`src/rtl/counter_pkg.sv`:
```
// rtl/counter_pkg.sv - shared constants and width helper for the modulo-N digit counter chain
package counter_pkg;

    localparam logic DIR_UP   = 1'b0;
    localparam logic DIR_DOWN = 1'b1;

    // Bits needed to hold one digit; a modulus of 2 still needs one bit
    function automatic int digit_w(input int modulus);
        return (modulus <= 2) ? 1 : $clog2(modulus);
    endfunction

endpackage

```
`src/rtl/mod_counter_chain_if.sv`:
```
// rtl/mod_counter_chain_if.sv - control and status bundle of the digit counter chain
interface mod_counter_chain_if
    import counter_pkg::*;
#(
    parameter int MODULUS = 10,
    parameter int DIGITS  = 4
);
    localparam int DIGIT_W = digit_w(MODULUS);

    logic                         i_en;
    logic                         i_dir;
    logic                         i_load;
    logic [DIGITS*DIGIT_W-1:0]    i_load_val;
    logic [DIGITS*DIGIT_W-1:0]    o_count;
    logic [DIGITS-1:0]            o_digit_tc;
    logic                         o_tc;
    logic                         o_at_max;
    logic                         o_at_zero;

    modport master (
        output i_en, i_dir, i_load, i_load_val,
        input  o_count, o_digit_tc, o_tc, o_at_max, o_at_zero
    );

    modport slave (
        input  i_en, i_dir, i_load, i_load_val,
        output o_count, o_digit_tc, o_tc, o_at_max, o_at_zero
    );

endinterface

```
`src/rtl/mod_counter_digit.sv`:
```
// rtl/mod_counter_digit.sv - one modulo-N digit with load clamp and wrap pulse
module mod_counter_digit
    import counter_pkg::*;
#(
    parameter int MODULUS = 10,
    parameter int DIGIT_W = digit_w(MODULUS)
) (
    input  logic               i_clk,
    input  logic               i_rst,
    input  logic               step,
    input  logic               dir,
    input  logic               load,
    input  logic [DIGIT_W-1:0] load_val,
    output logic [DIGIT_W-1:0] value,
    output logic               at_max,
    output logic               at_zero,
    output logic               wrap
);

    localparam logic [DIGIT_W-1:0] MAX_V = DIGIT_W'(MODULUS - 1);

    logic [DIGIT_W-1:0] load_clamped;

    // Out-of-range load fields saturate to the top digit value
    always_comb begin
        load_clamped = (load_val > MAX_V) ? MAX_V : load_val;
    end

    // Digit register: reset, then load, then step; wrap pulses only on a wrapping step
    always_ff @(posedge i_clk) begin
        if (i_rst) begin
            value <= '0;
            wrap  <= 1'b0;
        end else if (load) begin
            value <= load_clamped;
            wrap  <= 1'b0;
        end else if (step) begin
            if (dir == DIR_UP) begin
                if (at_max) begin
                    value <= '0;
                    wrap  <= 1'b1;
                end else begin
                    value <= value + 1'b1;
                    wrap  <= 1'b0;
                end
            end else begin
                if (at_zero) begin
                    value <= MAX_V;
                    wrap  <= 1'b1;
                end else begin
                    value <= value - 1'b1;
                    wrap  <= 1'b0;
                end
            end
        end else begin
            wrap <= 1'b0;
        end
    end

    assign at_max  = (value == MAX_V);
    assign at_zero = (value == '0);

endmodule

```
`src/rtl/mod_counter_chain.sv`:
```
// rtl/mod_counter_chain.sv - cascadable up/down modulo-N digit counter with load and saturation
module mod_counter_chain
    import counter_pkg::*;
#(
    parameter int MODULUS  = 10,
    parameter int DIGITS   = 4,
    parameter int SATURATE = 0
) (
    input  logic                i_clk,
    input  logic                i_rst,
    mod_counter_chain_if.slave  bus
);

    localparam int DIGIT_W = digit_w(MODULUS);

    logic [DIGITS-1:0]         step_raw;
    logic [DIGITS-1:0]         step;
    logic [DIGITS-1:0]         at_max;
    logic [DIGITS-1:0]         at_zero;
    logic [DIGITS-1:0]         wrap;
    logic [DIGIT_W-1:0]        value [DIGITS];
    logic [DIGITS*DIGIT_W-1:0] count_packed;
    logic                      lower_ok;
    logic                      chain_end;
    logic                      tc_q;

    // Ripple enable: a digit steps only when every lower digit sits at its limit
    always_comb begin
        lower_ok = 1'b1;
        step_raw = '0;
        for (int k = 0; k < DIGITS; k++) begin
            step_raw[k] = bus.i_en & lower_ok;
            lower_ok    = lower_ok & ((bus.i_dir == DIR_UP) ? at_max[k] : at_zero[k]);
        end
        chain_end = bus.i_en & lower_ok;
        step      = ((SATURATE != 0) && chain_end) ? '0 : step_raw;
    end

    for (genvar k = 0; k < DIGITS; k++) begin : g_digit
        mod_counter_digit #(
            .MODULUS (MODULUS),
            .DIGIT_W (DIGIT_W)
        ) u_digit (
            .i_clk    (i_clk),
            .i_rst    (i_rst),
            .step     (step[k]),
            .dir      (bus.i_dir),
            .load     (bus.i_load),
            .load_val (bus.i_load_val[k*DIGIT_W +: DIGIT_W]),
            .value    (value[k]),
            .at_max   (at_max[k]),
            .at_zero  (at_zero[k]),
            .wrap     (wrap[k])
        );
    end

    // Pack the digit registers into the output word, digit 0 in the low bits
    always_comb begin
        count_packed = '0;
        for (int k = 0; k < DIGITS; k++) begin
            count_packed[k*DIGIT_W +: DIGIT_W] = value[k];
        end
    end

    // Chain terminal-count pulse; also fires on a suppressed step when saturating
    always_ff @(posedge i_clk) begin
        if (i_rst) begin
            tc_q <= 1'b0;
        end else if (bus.i_load) begin
            tc_q <= 1'b0;
        end else begin
            tc_q <= chain_end;
        end
    end

    assign bus.o_count    = count_packed;
    assign bus.o_digit_tc = wrap;
    assign bus.o_tc       = tc_q;
    assign bus.o_at_max   = &at_max;
    assign bus.o_at_zero  = &at_zero;

endmodule

```
`src/flat_wrapper.sv`:
```
// flat-port wrapper written by rule: the top's interface ports become plain ports
module mod_counter_chain_flat import counter_pkg::*;
#(
    parameter int MODULUS  = 10,
    parameter int DIGITS   = 4,
    parameter int SATURATE = 0
)
  (i_clk, i_rst, bus_i_en, bus_i_dir, bus_i_load, bus_i_load_val, bus_o_count, bus_o_digit_tc, bus_o_tc, bus_o_at_max, bus_o_at_zero);
  mod_counter_chain_if #(.MODULUS(MODULUS), .DIGITS(DIGITS)) bus_i ();
  input  logic i_clk;
  input  logic i_rst;
  input wire logic [$bits(bus_i.i_en)-1:0] bus_i_en;
  input wire logic [$bits(bus_i.i_dir)-1:0] bus_i_dir;
  input wire logic [$bits(bus_i.i_load)-1:0] bus_i_load;
  input wire logic [$bits(bus_i.i_load_val)-1:0] bus_i_load_val;
  output wire logic [$bits(bus_i.o_count)-1:0] bus_o_count;
  output wire logic [$bits(bus_i.o_digit_tc)-1:0] bus_o_digit_tc;
  output wire logic [$bits(bus_i.o_tc)-1:0] bus_o_tc;
  output wire logic [$bits(bus_i.o_at_max)-1:0] bus_o_at_max;
  output wire logic [$bits(bus_i.o_at_zero)-1:0] bus_o_at_zero;
  assign bus_i.i_en = bus_i_en;
  assign bus_i.i_dir = bus_i_dir;
  assign bus_i.i_load = bus_i_load;
  assign bus_i.i_load_val = bus_i_load_val;
  assign bus_o_count = bus_i.o_count;
  assign bus_o_digit_tc = bus_i.o_digit_tc;
  assign bus_o_tc = bus_i.o_tc;
  assign bus_o_at_max = bus_i.o_at_max;
  assign bus_o_at_zero = bus_i.o_at_zero;
  mod_counter_chain #(.MODULUS(MODULUS), .DIGITS(DIGITS), .SATURATE(SATURATE)) u_core (.i_clk(i_clk), .i_rst(i_rst), .bus(bus_i));
endmodule
```
`config.mk`:
```
export PLATFORM = sky130hd
export DESIGN_NAME = mod_counter_chain_flat
export DESIGN_NICKNAME = d
export VERILOG_FILES = /design/src/rtl/counter_pkg.sv /design/src/rtl/mod_counter_chain_if.sv /design/src/rtl/mod_counter_digit.sv /design/src/rtl/mod_counter_chain.sv /design/src/flat_wrapper.sv
export SDC_FILE = /design/constraint.sdc
export NUM_CORES = 1
export LEC_CHECK = 0
export BUFFER_PORTS_ARGS = -buffer_cell sky130_fd_sc_hd__buf_2
export CORE_AREA = 2 2 70 72
export CTS_CLUSTER_SIZE = 16
export DETAILED_ROUTE_END_ITERATION = 6
export DIE_AREA = 0 0 72 74
export PLACE_DENSITY = 0.59
export REMOVE_ABC_BUFFERS = 1
export SLEW_MARGIN = 20
export SYNTH_ARGS = -nofsm -noshare
export SYNTH_HDL_FRONTEND = slang
export SYNTH_SLANG_ARGS = --single-unit
export TNS_END_PERCENT = 1
```
`constraint.sdc`:
```
create_clock -name i_clk -period 2.02 [get_ports i_clk]
set_input_delay 0.202 -clock i_clk [delete_from_list [all_inputs] [get_ports i_clk]]
set_output_delay 0.202 -clock i_clk [all_outputs]
set_load 0.02 [all_outputs]
```
# Word level (Yosys, flattened, before mapping)
# Index checks and enable logic that the tools add are counted.
dict set report totals {
  output_inout_bits 23
  input_bits 21
  ff_bits 21
}
dict set report classes {
  n_bitwise 11
  magnitude_cmp 4
  n_eq_ne 4
  n_addsub 8
  reduce_logical 15
  mux 40
}
# op count
set op_table {}
lappend op_table {{$mux W4} 24}
lappend op_table {{$add A4 B1 Y4 const B} 4}
lappend op_table {{$eq A4 B4 Y1 const B} 4}
lappend op_table {{$gt A4 B4 Y1 const B} 4}
lappend op_table {{$logic_not A4 Y1} 4}
lappend op_table {{$mux W1} 16}
lappend op_table {{$sub A4 B1 Y4 const B} 4}
lappend op_table {{$reduce_or A3 Y1} 4}
lappend op_table {{$reduce_and A4 Y1} 2}
lappend op_table {{$reduce_bool A2 Y1} 4}
lappend op_table {{$and A1 B1 Y1} 7}
lappend op_table {{$not A1 Y1} 4}
lappend op_table {{$reduce_or A2 Y1} 1}

# Depth between registers and ports, before layout
# Gate-level depths: netlist (run 1).
dict set report logic_depth {
  depth_word 7
  depth_mapped 6
  ltp_nobuf 4
}

# Modules after synthesis
# A second synthesis (run 1) with hierarchy kept.
dict set report unflattened {
  cells_unflattened 206
  area_unflattened_um2 1639.1
}
# mod cells_each area_per_inst_um2 instances
set modules_own_cells {}
lappend modules_own_cells {mod_counter_digit 48 379.1 4}
lappend modules_own_cells {mod_counter_chain 14 122.6 1}

# Worst setup path before layout (run 1)
# OpenSTA, ideal clock, no wires.
dict set report synth_timing {
  path_type {reg-to-output}
  from {register u_core.g_digit[2].u_digit.value[1]}
  to {output bus_o_at_max}
  arrival_time_ns 1.824
  stages_incl_launch_ff 5
  slack_ns -0.006
  t_required_ns 1.818
  path_buffers 1
  path_cell_list {dfxtp_1 buf_2 nor4_1 nand3_1 nor4_1}
}
dict set report synth_via {
  elab_chain_cells 2
}
# element line
set synth_rtl {}
lappend synth_rtl {{start, declared} mod_counter_digit.sv:14} ;# output logic [DIGIT_W-1:0] value,
lappend synth_rtl {{start signal, assigned} mod_counter_digit.sv:35} ;# value <= load_clamped;
lappend synth_rtl {{start signal, assigned} mod_counter_digit.sv:43} ;# value <= value + 1'b1;
lappend synth_rtl {{start signal, assigned} mod_counter_digit.sv:51} ;# value <= value - 1'b1;
lappend synth_rtl {{$eq A4 B4 Y1} mod_counter_digit.sv:60} ;# assign at_max = (value == MAX_V);
lappend synth_rtl {{$reduce_and A4 Y1} mod_counter_chain.sv:79} ;# assign bus.o_at_max = &at_max;
lappend synth_rtl {{end, declared} flat_wrapper.sv:19} ;# output wire logic [$bits(bus_i.o_at_max)-1:0] bus_o_at_max;
# Every way passes these cells.

# Final worst setup path (run 1)
dict set report layout_timing {
  from {register u_core.g_digit[0].u_digit.value[0]}
  to {output bus_o_at_max}
}
dict set report layout_via {
  elab_chain_cells 2
}
# element line
set layout_rtl {}
lappend layout_rtl {{start, declared} mod_counter_digit.sv:14}
lappend layout_rtl {{start signal, assigned} mod_counter_digit.sv:35}
lappend layout_rtl {{start signal, assigned} mod_counter_digit.sv:43}
lappend layout_rtl {{start signal, assigned} mod_counter_digit.sv:51}
lappend layout_rtl {{$eq A4 B4 Y1} mod_counter_digit.sv:60}
lappend layout_rtl {{$reduce_and A4 Y1} mod_counter_chain.sv:79}
# Every way passes these cells.

==> run metrics, run 1 <==
Ant. Diodes 0; DP Worst Slack around 0.23 ns; final hold vios 0; Storage cell area about 420 sq um; Rows 25; Pwr Density 551.4 mW/mm^2; DP Wirelength 3.503 mm; DIE AREA 0.005328 sq mm; Initial DRT Pass Iterations 4; leakage dissipation 0.0008904 uW; Slew @ Worst Pin 0.5329 ns; Detailed Route Iter0 Violations 177; Synth area leaders dfxtp_1 23%, nand2b_1 3.5%, nor2b_1 3.5%; TritonCTS clock tree done; total number of vias 1,881; Port Buffers 43; Worst R2R End u_core.g_digit[1].u_digit.value[3]$_SDFFE_PP0P_; footprint of the multi-input gates 0.001226 sq mm; CORE AREA 0.004598 sq mm; Worst Setup End Kind primary output; fin area 0.002077 sq mm; Post-Syn Area per Cell 7.726 sq um; register area share after synthesis 23.25%; worst-path fanout max 15; EDFF count, synth 0; RSZ-0062 raised after global routing no; Residual DRC 0; worst hold stages 2; Worst Path Required 1.82 ns; Crit Path Category reg2out; Clock Skew 0.002504 ns; slew margin rel. a little under two thirds; largest net degree at the start of global routing 24; Worst setup SP type flop; setup violators final 0; min cycle time layout ~1.9 ns; Worst Path Arrival 1.65 ns; number of synthesized register bits 21; Skew-Pair Late Insertion Delay 0.27 ns; final antenna-violating net count 0; chip height approximately 74 microns; setup TNS 0 ns; Async SR Flop Fraction 0%; Placer Congestion 0.7863; H-tree Lvls 1; Synth top area share 23.25%; Total Wirelength 4.905 mm; worst reg2reg startpoint u_core.g_digit[0].u_digit.value[0]$_SDFFE_PP0P_; Hold Slack 0.1971 ns; Ports 44; post-synth top area cell dfxtp_1; R2R setup slack 0.20 ns; hold path endpoint u_core.g_digit[2].u_digit.value[1]$_SDFFE_PP0P_; Num CTS Buffers 3; min-delay src bus_i_load_val[11]; post-route setup slack approximately 0.16 ns; number of global-route vias before repair 1,598; commonest non-fill, non-tap cell in the layout buf_2; Layout area overhead 14.88%; max-slew violation count 0; initial antenna violation count 0; Clk pin slew, worst setup/hold paths about 0.090 ns; post-DR vias/cell 5.934; Hold WC Path Type in2reg; layout net count 285; die width 72 microns; status completed; Syn Inst Count 234; postcts setup bufs 0; routed wire length per instance between 15 and 20 microns; global-route usage over all layers between 10% and 20%; clk buf depth 2; Layout fillers ~480; Overflow after GRT 0; Yosys cell types 65; fmax 539.0 MHz; Initial Util 39.32%; Synth Flop Type dfxtp_1; post-synthesis cell area 0.001808 sq mm; Reg2Reg Depth 4; commonest non-fill, non-tap cells in the layout 43 x buf_2, 21 x dfxtp_1, 13 x nor2_1, 13 x nand2_1; Max Cap Viol 0; Max IR drop VDD approximately 0.00045 V; CTS resizes 0; CTS hold repair buffers 0; Synth Warn # 0; placed cell areas about 0.002 sq mm; share of cells above drive strength 1 27.38%; clock root cell clkbuf_8; Tcrit/Tclk final between 90 and 100%; first-pass GRT wire length 7.928 mm; clk sinks 21
==> cells in the mapped netlist, drive strengths merged (3+ instances only) <==
cell type and number:
a2111oi 3, a211o 3, a21oi 9, a221oi 6, a31oi 3, a41o 3
and2 3, and3 5, buf 12, clkbuf 15, dfxtp 21, inv 9
nand2 13, nand2b 10, nand3 3, nand3b 7, nand4 3, nor2 14
nor2b 10, nor3 6, nor3b 4, nor4 8, o211ai 3, o21ai 10
o22ai 6, o311ai 3, xnor2 5
==> final cells by class <==
type / count / area share, %
Multi-Input combinational cell: 177 / 59.04
Sequential cell: 21 / 20.24
Timing Repair Buffer: 52 / 13.61
Tap cell: 54 / 3.253
Clock buffer: 3 / 1.988
Inverter: 9 / 1.627
Clock inverter: 1 / 0.2410
==> where the power goes <==
| group | leakage, uW | internal, uW | switching [uW] |
|---|---|---|---|
| clock network | 0.0000255 | 138 | 157 |
| logic | 0.000692 | 158 | 198 |
| registers | 0.000173 | 437 | 58.3 |
==> sequential cells by signal, summed over array words and instances, names as in the netlist <==
signal and count:
u_core.bus.o_tc 1, u_core.g_digit.u_digit.wrap 4, u_core.g_digit.u_digit.value 16
==> routing by layer <==
layer  GRT usage [%]  routed length, microns
met1           25.77                    2299
met2           30.86                    2299
met3           3.117                     245
met4           3.983                      61
met5               0                       0
==> worst max-delay path: stages (launching register included) <==
cell and delay [ns]:
dfxtp_1 0.67, nand2_1 0.19, nor4_1 0.30, buf_2 0.22
==> logic make-up after synthesis <==
logic type,count (synthesis),synth area share [%]
flops,21,23.25
mux,1,0.6228
buf+inv,36,9.065
simple gates,100,34.33
compound gates,71,30.31
xor+xnor,5,2.422
==> how the worst max path moves through the flow <==
| stage | from | to | slack, ns |
|---|---|---|---|
| after floorplan | u_core.g_digit[2].u_digit.value[2]$_SDFFE_PP0P_ | bus_o_at_max | 0.06 |
| after global placement | bus_i_dir | u_core.g_digit[3].u_digit.value[0]$_SDFFE_PP0P_ | 0.28 |
| after detailed placement | bus_i_dir | u_core.g_digit[3].u_digit.value[0]$_SDFFE_PP0P_ | 0.23 |
| after CTS | u_core.g_digit[2].u_digit.value[1]$_SDFFE_PP0P_ | bus_o_at_max | 0.14 |
| after global routing | u_core.g_digit[2].u_digit.value[1]$_SDFFE_PP0P_ | bus_o_at_max | 0.01 |
| final | u_core.g_digit[0].u_digit.value[0]$_SDFFE_PP0P_ | bus_o_at_max | 0.16 |
==> metrics by stage <==
step	cells	power, uW	util, %
after floorplan	207	720.9	-
after global placement	313	855.3	44.11
after detailed placement	313	856.7	44.11
after CTS	317	1149	45.12
after global routing	317	1216	45.17
final	317	1145	45.17
Note: power is estimated with default switching activity, not from simulation.
==> run 2: changes to the inputs <==
==> constraint.sdc (replaced) <==
create_clock -name i_clk -period 2.02 [get_ports i_clk]
set_input_delay 0 -clock i_clk [delete_from_list [all_inputs] [get_ports i_clk]]
set_output_delay 0 -clock i_clk [all_outputs]
set_load 0.02 [all_outputs]
==> run metrics, run 2 (synthesized netlist as in run 1, its figures left out) <==
Overflow after GRT 0 (unchanged); layout net count 285 (unchanged); Initial DRT Pass Iterations 4 (unchanged); first-pass GRT wire length 8.010 mm (+1.0%); Ports 44 (unchanged); share of cells above drive strength 1 27.00% (-0.38 points); setup violators final 0 (unchanged); worst-path fanout max 15 (unchanged); Crit Path Category reg2reg; chip height 74 microns (unchanged); max reg flops 16 (unchanged); Residual DRC 0 (unchanged); number of global-route vias before repair 1,669 (+4.4%); largest net degree at the start of global routing 25 (+4.2%); post-DR vias/cell 5.940 (+0.11%); Worst Setup End Kind flop; Num CTS Buffers 3 (unchanged); Layout area overhead 15.23%; Worst Path Arrival 1.98 ns (+0.33 ns); clk buf depth 2 (unchanged); Ant. Diodes 0 (unchanged); Placer Congestion 0.8068 (+2.6%); Rows 25 (unchanged); Port Buffers 43 (unchanged); Worst Path Required 2.22 ns (+0.40 ns); initial antenna violation count 0 (unchanged); total number of vias 1,883 (+0.11%); commonest non-fill, non-tap cell in the layout buf_2; TritonCTS clock tree done; Initial Util 39.32% (unchanged); Max Cap Viol 0 (unchanged); fmax 559.6 MHz (+3.8%); leakage dissipation 0.0008902 uW (about the same); die width 72 microns (unchanged); global-route usage over all layers 18.75% (+0.10 points); CORE AREA 0.004598 sq mm (unchanged); final antenna-violating net count 0 (unchanged); routed wire length per instance 15.17 microns (-2.0%); min cycle time layout 1.787 ns (-0.06837 ns); commonest non-fill, non-tap cells in the layout 43 x buf_2, 21 x dfxtp_1, 14 x nor2_1; Total Wirelength 4.808 mm (-2.0%); final hold vios 0 (unchanged); DIE AREA 0.005328 sq mm (unchanged); clk sinks 21 (unchanged); Slew @ Worst Pin 0.5108 ns (-0.02209 ns); slew margin rel. 65.90% (+2.3 points); Hold WC Path Type in2reg; Top reg by flops u_core.g_digit.u_digit.value; Max IR drop VDD 0.0003771 V (-17%); RSZ-0062 raised after global routing no; min-delay src bus_i_load_val[5]; worst reg2reg startpoint u_core.g_digit[0].u_digit.value[0]$_SDFFE_PP0P_; setup TNS 0 ns (unchanged); H-tree Lvls 1 (unchanged); Tcrit/Tclk final 88.47% (-3.4 points); Pwr Density 541.9 mW/mm^2 (-1.7%); Skew-Pair Late Insertion Delay 0.26 ns (about the same); Hold Slack 0.01949 ns (-0.1776 ns); Clk pin slew, worst setup/hold paths 0.08 ns (about the same); DP Wirelength 3.431 mm (-2.1%); max-slew violation count 0 (unchanged); Critical Path Start u_core.g_digit[0].u_digit.value[0]$_SDFFE_PP0P_; status completed; Worst setup SP type flop; Clock Skew 0.001987 ns (-0.0005171 ns); clock root cell clkbuf_8; Detailed Route Iter0 Violations 78 (-56%)
[run 2: changes by cell type in the layout (fill, tap and decap cells not counted)]
cell	before	now
buf_4	9	8
nor2_1	13	14
nor2_2	1	0
nor4_1	8	7
dlygate4sd3_1	0	1
nor4_2	0	1
[run 2: per-stage QoR]
stage / total power (uW) / util (%) / setup WS, ns / cell area (sq um) / std cells
2_1_floorplan: 720.9 / - / 0.2669 / 1678 / 207
3_3_place_gp: 852.8 / 43.95 / 0.3031 / 2021 / 312
3_5_place_dp: 853.9 / 43.95 / 0.2763 / 2021 / 312
4_1_cts: 1139 / 45.17 / 0.1129 / 2077 / 317
5_1_grt: 1201 / 45.31 / 0.09446 / 2083 / 317
6_report: 1129 / 45.31 / 0.2330 / 2083 / 317
[run 2: layout make-up]
cell class                 instances  area [sq um]
multi-input combinational        177          1230
inverter                           9         33.78
clock inverter                     1         5.005
sequential                        21         420.4
fill                             476          2515
tap                               54         67.56
clock buffer                       3         41.29
timing repair buffer              52         285.3
[run 2: final timing paths]
path	cells after the start	endpoint	slack (ns)
min reg2reg	1	u_core.bus.o_tc$_SDFF_PP0_	0.68
max	4	u_core.g_digit[1].u_digit.value[3]$_SDFFE_PP0P_	0.23
min	3	u_core.g_digit[1].u_digit.value[1]$_SDFFE_PP0P_	0.02
max reg2reg	4	u_core.g_digit[1].u_digit.value[3]$_SDFFE_PP0P_	0.23
[run 2: what timing repair did]
action / in CTS / in global routing
gates resized for setup: 0 / 1
endpoints found under the hold margin: 1 / 0
setup endpoints to repair: 0 / 1
buffers inserted: 0 / 0
hold buffers: 1 / 0
[run 2: report_power, final]
part	switching, uW	total, uW	internal [uW]
Sequential	58.5	495	437
Combinational	197	354	157
Clock	142	280	138
[run 2: layer usage]
metal / track usage (%) / share of wire, % / wire (microns)
met5: 0 / 0 / 0
met1: 24.83 / 46 / 2217
met2: 32.10 / 48 / 2320
met3: 3.794 / 4.8 / 232
met4: 3.564 / 0.79 / 38
[run 2: worst max-delay path, stage by stage (launching register included)]
cell and delay [ns]:
dfxtp_1 0.65, and3b_1 0.30, o21ai_2 0.13, or4_1 0.49, a31oi_1 0.16
==> run 3: changes to the inputs <==
--- a/config.mk
+++ b/config.mk
@@ -10,6 +10,7 @@
 export CTS_CLUSTER_SIZE = 16
 export DETAILED_ROUTE_END_ITERATION = 6
 export DIE_AREA = 0 0 72 74
+export GPL_TIMING_DRIVEN = 0
 export PLACE_DENSITY = 0.59
 export REMOVE_ABC_BUFFERS = 1
 export SLEW_MARGIN = 20
==> run metrics, run 3 (synthesized netlist as in run 1, its figures left out) <==
status completed; die width 72 microns (unchanged); Slowest-stage cell, CP dfxtp_1; clock root cell clkbuf_8; Worst Setup End Kind primary output; setup violators final 0 (unchanged); commonest non-fill, non-tap cell in the layout buf_2; share of cells above drive strength 1 24.71% (-2.3 points); Port Buffers 43 (unchanged); post-DR vias/cell 6.003 (+1.1%); Layout area overhead 11.90%; Placer Congestion 0.7931 (-1.7%); Total Wirelength 4.675 mm (-2.8%); Worst Path Arrival 1.81 ns (-0.17 ns); Max IR drop VDD 0.0003001 V (-20%); RSZ-0062 raised after global routing no; commonest non-fill, non-tap cells in the layout 43 x buf_2, 21 x dfxtp_1, 14 x nor2_1; Power Total 1125 uW (-0.38%); postcts setup bufs 0 (unchanged); leakage dissipation 0.0008498 uW (-4.5%); Ant. Diodes 0 (unchanged); worst-path fanout max 11 (-4); Ports 44 (unchanged); Critical Path Stages 4 (unchanged); Num CTS Buffers 3 (unchanged); post-route setup slack 0.2128 ns (-0.02018 ns); number of global-route vias before repair 1,656 (-0.78%); TritonCTS clock tree done; Initial DRT Pass Iterations 4 (unchanged); R2R setup slack 0.22 ns (about the same); Overflow after GRT 0 (unchanged); Slew @ Worst Pin 0.5428 ns (+0.03194 ns); routed wire length per instance 15.13 microns (-0.25%); Critical Path Max Stage Delay 0.43 ns (-0.22 ns); Clock Skew 0.004634 ns (+0.002647 ns); final hold vios 0 (unchanged); min cycle time layout 1.807 ns (+0.02018 ns); Max Cap Viol 0 (unchanged); fmax 553.3 MHz (-1.1%); CORE AREA 0.004598 sq mm (unchanged); global-route usage over all layers 18.21% (-0.54 points); Reg2Reg Depth 4 (unchanged); CP cell instances nor4_2 > nand3_1 > nor4_1 > buf_2; DIE AREA 0.005328 sq mm (unchanged); Tcrit/Tclk final 89.47% (+1.0 points); Worst setup SP type flop; worst reg2reg startpoint u_core.g_digit[0].u_digit.value[0]$_SDFFE_PP0P_; layout net count 277 (-2.8%); max reg flops 16 (unchanged); slew margin rel. 63.78% (-2.1 points); Initial Util 39.32% (unchanged); Rows 25 (unchanged); Final Util 44.00% (-1.3 points); Worst Path Buf+Inv 1 (+1); Clk pin slew, worst setup/hold paths 0.09 ns (about the same); DP Wirelength 3.201 mm (-6.7%); fin cells 309 (-2.5%); Worst path top cell family by delay simple AND/OR/NAND/NOR gates; first-pass GRT wire length 7.769 mm (-3.0%); DP Worst Slack 0.2283 ns (-0.04798 ns); chip height 74 microns (unchanged); max-slew violation count 0 (unchanged); Pwr Density 555.8 mW/mm^2 (+2.6%); total number of vias 1,855 (-1.5%); Hold WC Path Type in2reg; H-tree Lvls 1 (unchanged); initial antenna violation count 0 (unchanged); final antenna-violating net count 0 (unchanged); Worst R2R End u_core.g_digit[1].u_digit.value[3]$_SDFFE_PP0P_; Worst Path Required 2.02 ns (-0.20 ns); Skew-Pair Late Insertion Delay 0.27 ns (about the same); Top reg by flops u_core.g_digit.u_digit.value; placed cells 304 (-2.6%); Critical Path Start u_core.g_digit[2].u_digit.value[1]$_SDFFE_PP0P_; setup TNS 0 ns (unchanged); Residual DRC 0 (unchanged); clk buf depth 2 (unchanged); Setup crit end bus_o_at_max; Crit Path Category reg2out; Detailed Route Iter0 Violations 117 (+50%); clk sinks 21 (unchanged); largest net degree at the start of global routing 37 (+48%)
-- run 3: changes by cell type in the layout (fill, tap and decap cells not counted) --
cell,previous run,this run
buf_4,8,0
-- run 3: layout make-up --
type | instances | area [sq um]
Fill cell | 480 | 2575
Multi-Input combinational cell | 177 | 1230
Sequential cell | 21 | 420.4
Timing Repair Buffer | 44 | 225.2
Tap cell | 54 | 67.56
Clock buffer | 3 | 41.29
Inverter | 9 | 33.78
Clock inverter | 1 | 5.005
-- run 3: per-stage QoR --
| stage | hold WS (ns) | cell area (sq um) |
|---|---|---|
| 2_1_floorplan | 0.06941 | 1678 |
| 3_3_place_gp | 0.2631 | 1961 |
| 3_5_place_dp | 0.2695 | 1961 |
| 4_1_cts | 0.007900 | 2017 |
| 5_1_grt | 0.02206 | 2023 |
| 6_report | 0.007746 | 2023 |
-- run 3: tightest hold or removal path, stage by stage --
cell and delay, ns:
buf_2 0.10, nand2b_1 0.06, a221oi_1 0.07
-- run 3: worst min path at each step --
| stage | start | end | slack (ns) | depth (start not counted) |
|---|---|---|---|---|
| after floorplan | i_rst | u_core.g_digit[1].u_digit.value[3]$_SDFFE_PP0P_ | 0.07 | 1 |
| after global placement | bus_i_load_val[11] | u_core.g_digit[2].u_digit.value[1]$_SDFFE_PP0P_ | 0.26 | 2 |
| final | bus_i_load_val[5] | u_core.g_digit[1].u_digit.value[1]$_SDFFE_PP0P_ | 0.008 | 3 |
| after global routing | bus_i_load_val[4] | u_core.g_digit[1].u_digit.value[0]$_SDFFE_PP0P_ | 0.02 | 3 |
| after detailed placement | bus_i_load_val[11] | u_core.g_digit[2].u_digit.value[1]$_SDFFE_PP0P_ | 0.27 | 2 |
| after CTS | bus_i_load_val[9] | u_core.g_digit[2].u_digit.value[1]$_SDFFE_PP0P_ | 0.008 | 3 |
-- run 3: metal layers --
metal / vias to the layer above / share of wire, % / global-route usage, %
met5: - / 0 / 0
li1: 923 / - / -
met4: 0 / 0.56 / 3.354
met2: 55 / 48 / 31.07
met1: 872 / 46 / 24.42
met3: 5 / 5.0 / 3.388
-- run 3: timing repair --
item / in CTS / in global routing
resized for setup: 0 / 1
endpoints found under the setup margin: 0 / 1
endpoints found under the hold margin: 1 / 0
hold buffers: 1 / 0
-- run 3: power breakdown --
part | switching, uW | internal, uW | total (uW)
Sequential | 72.1 | 437 | 509
Combinational | 179 | 144 | 323
Clock | 155 | 138 | 293
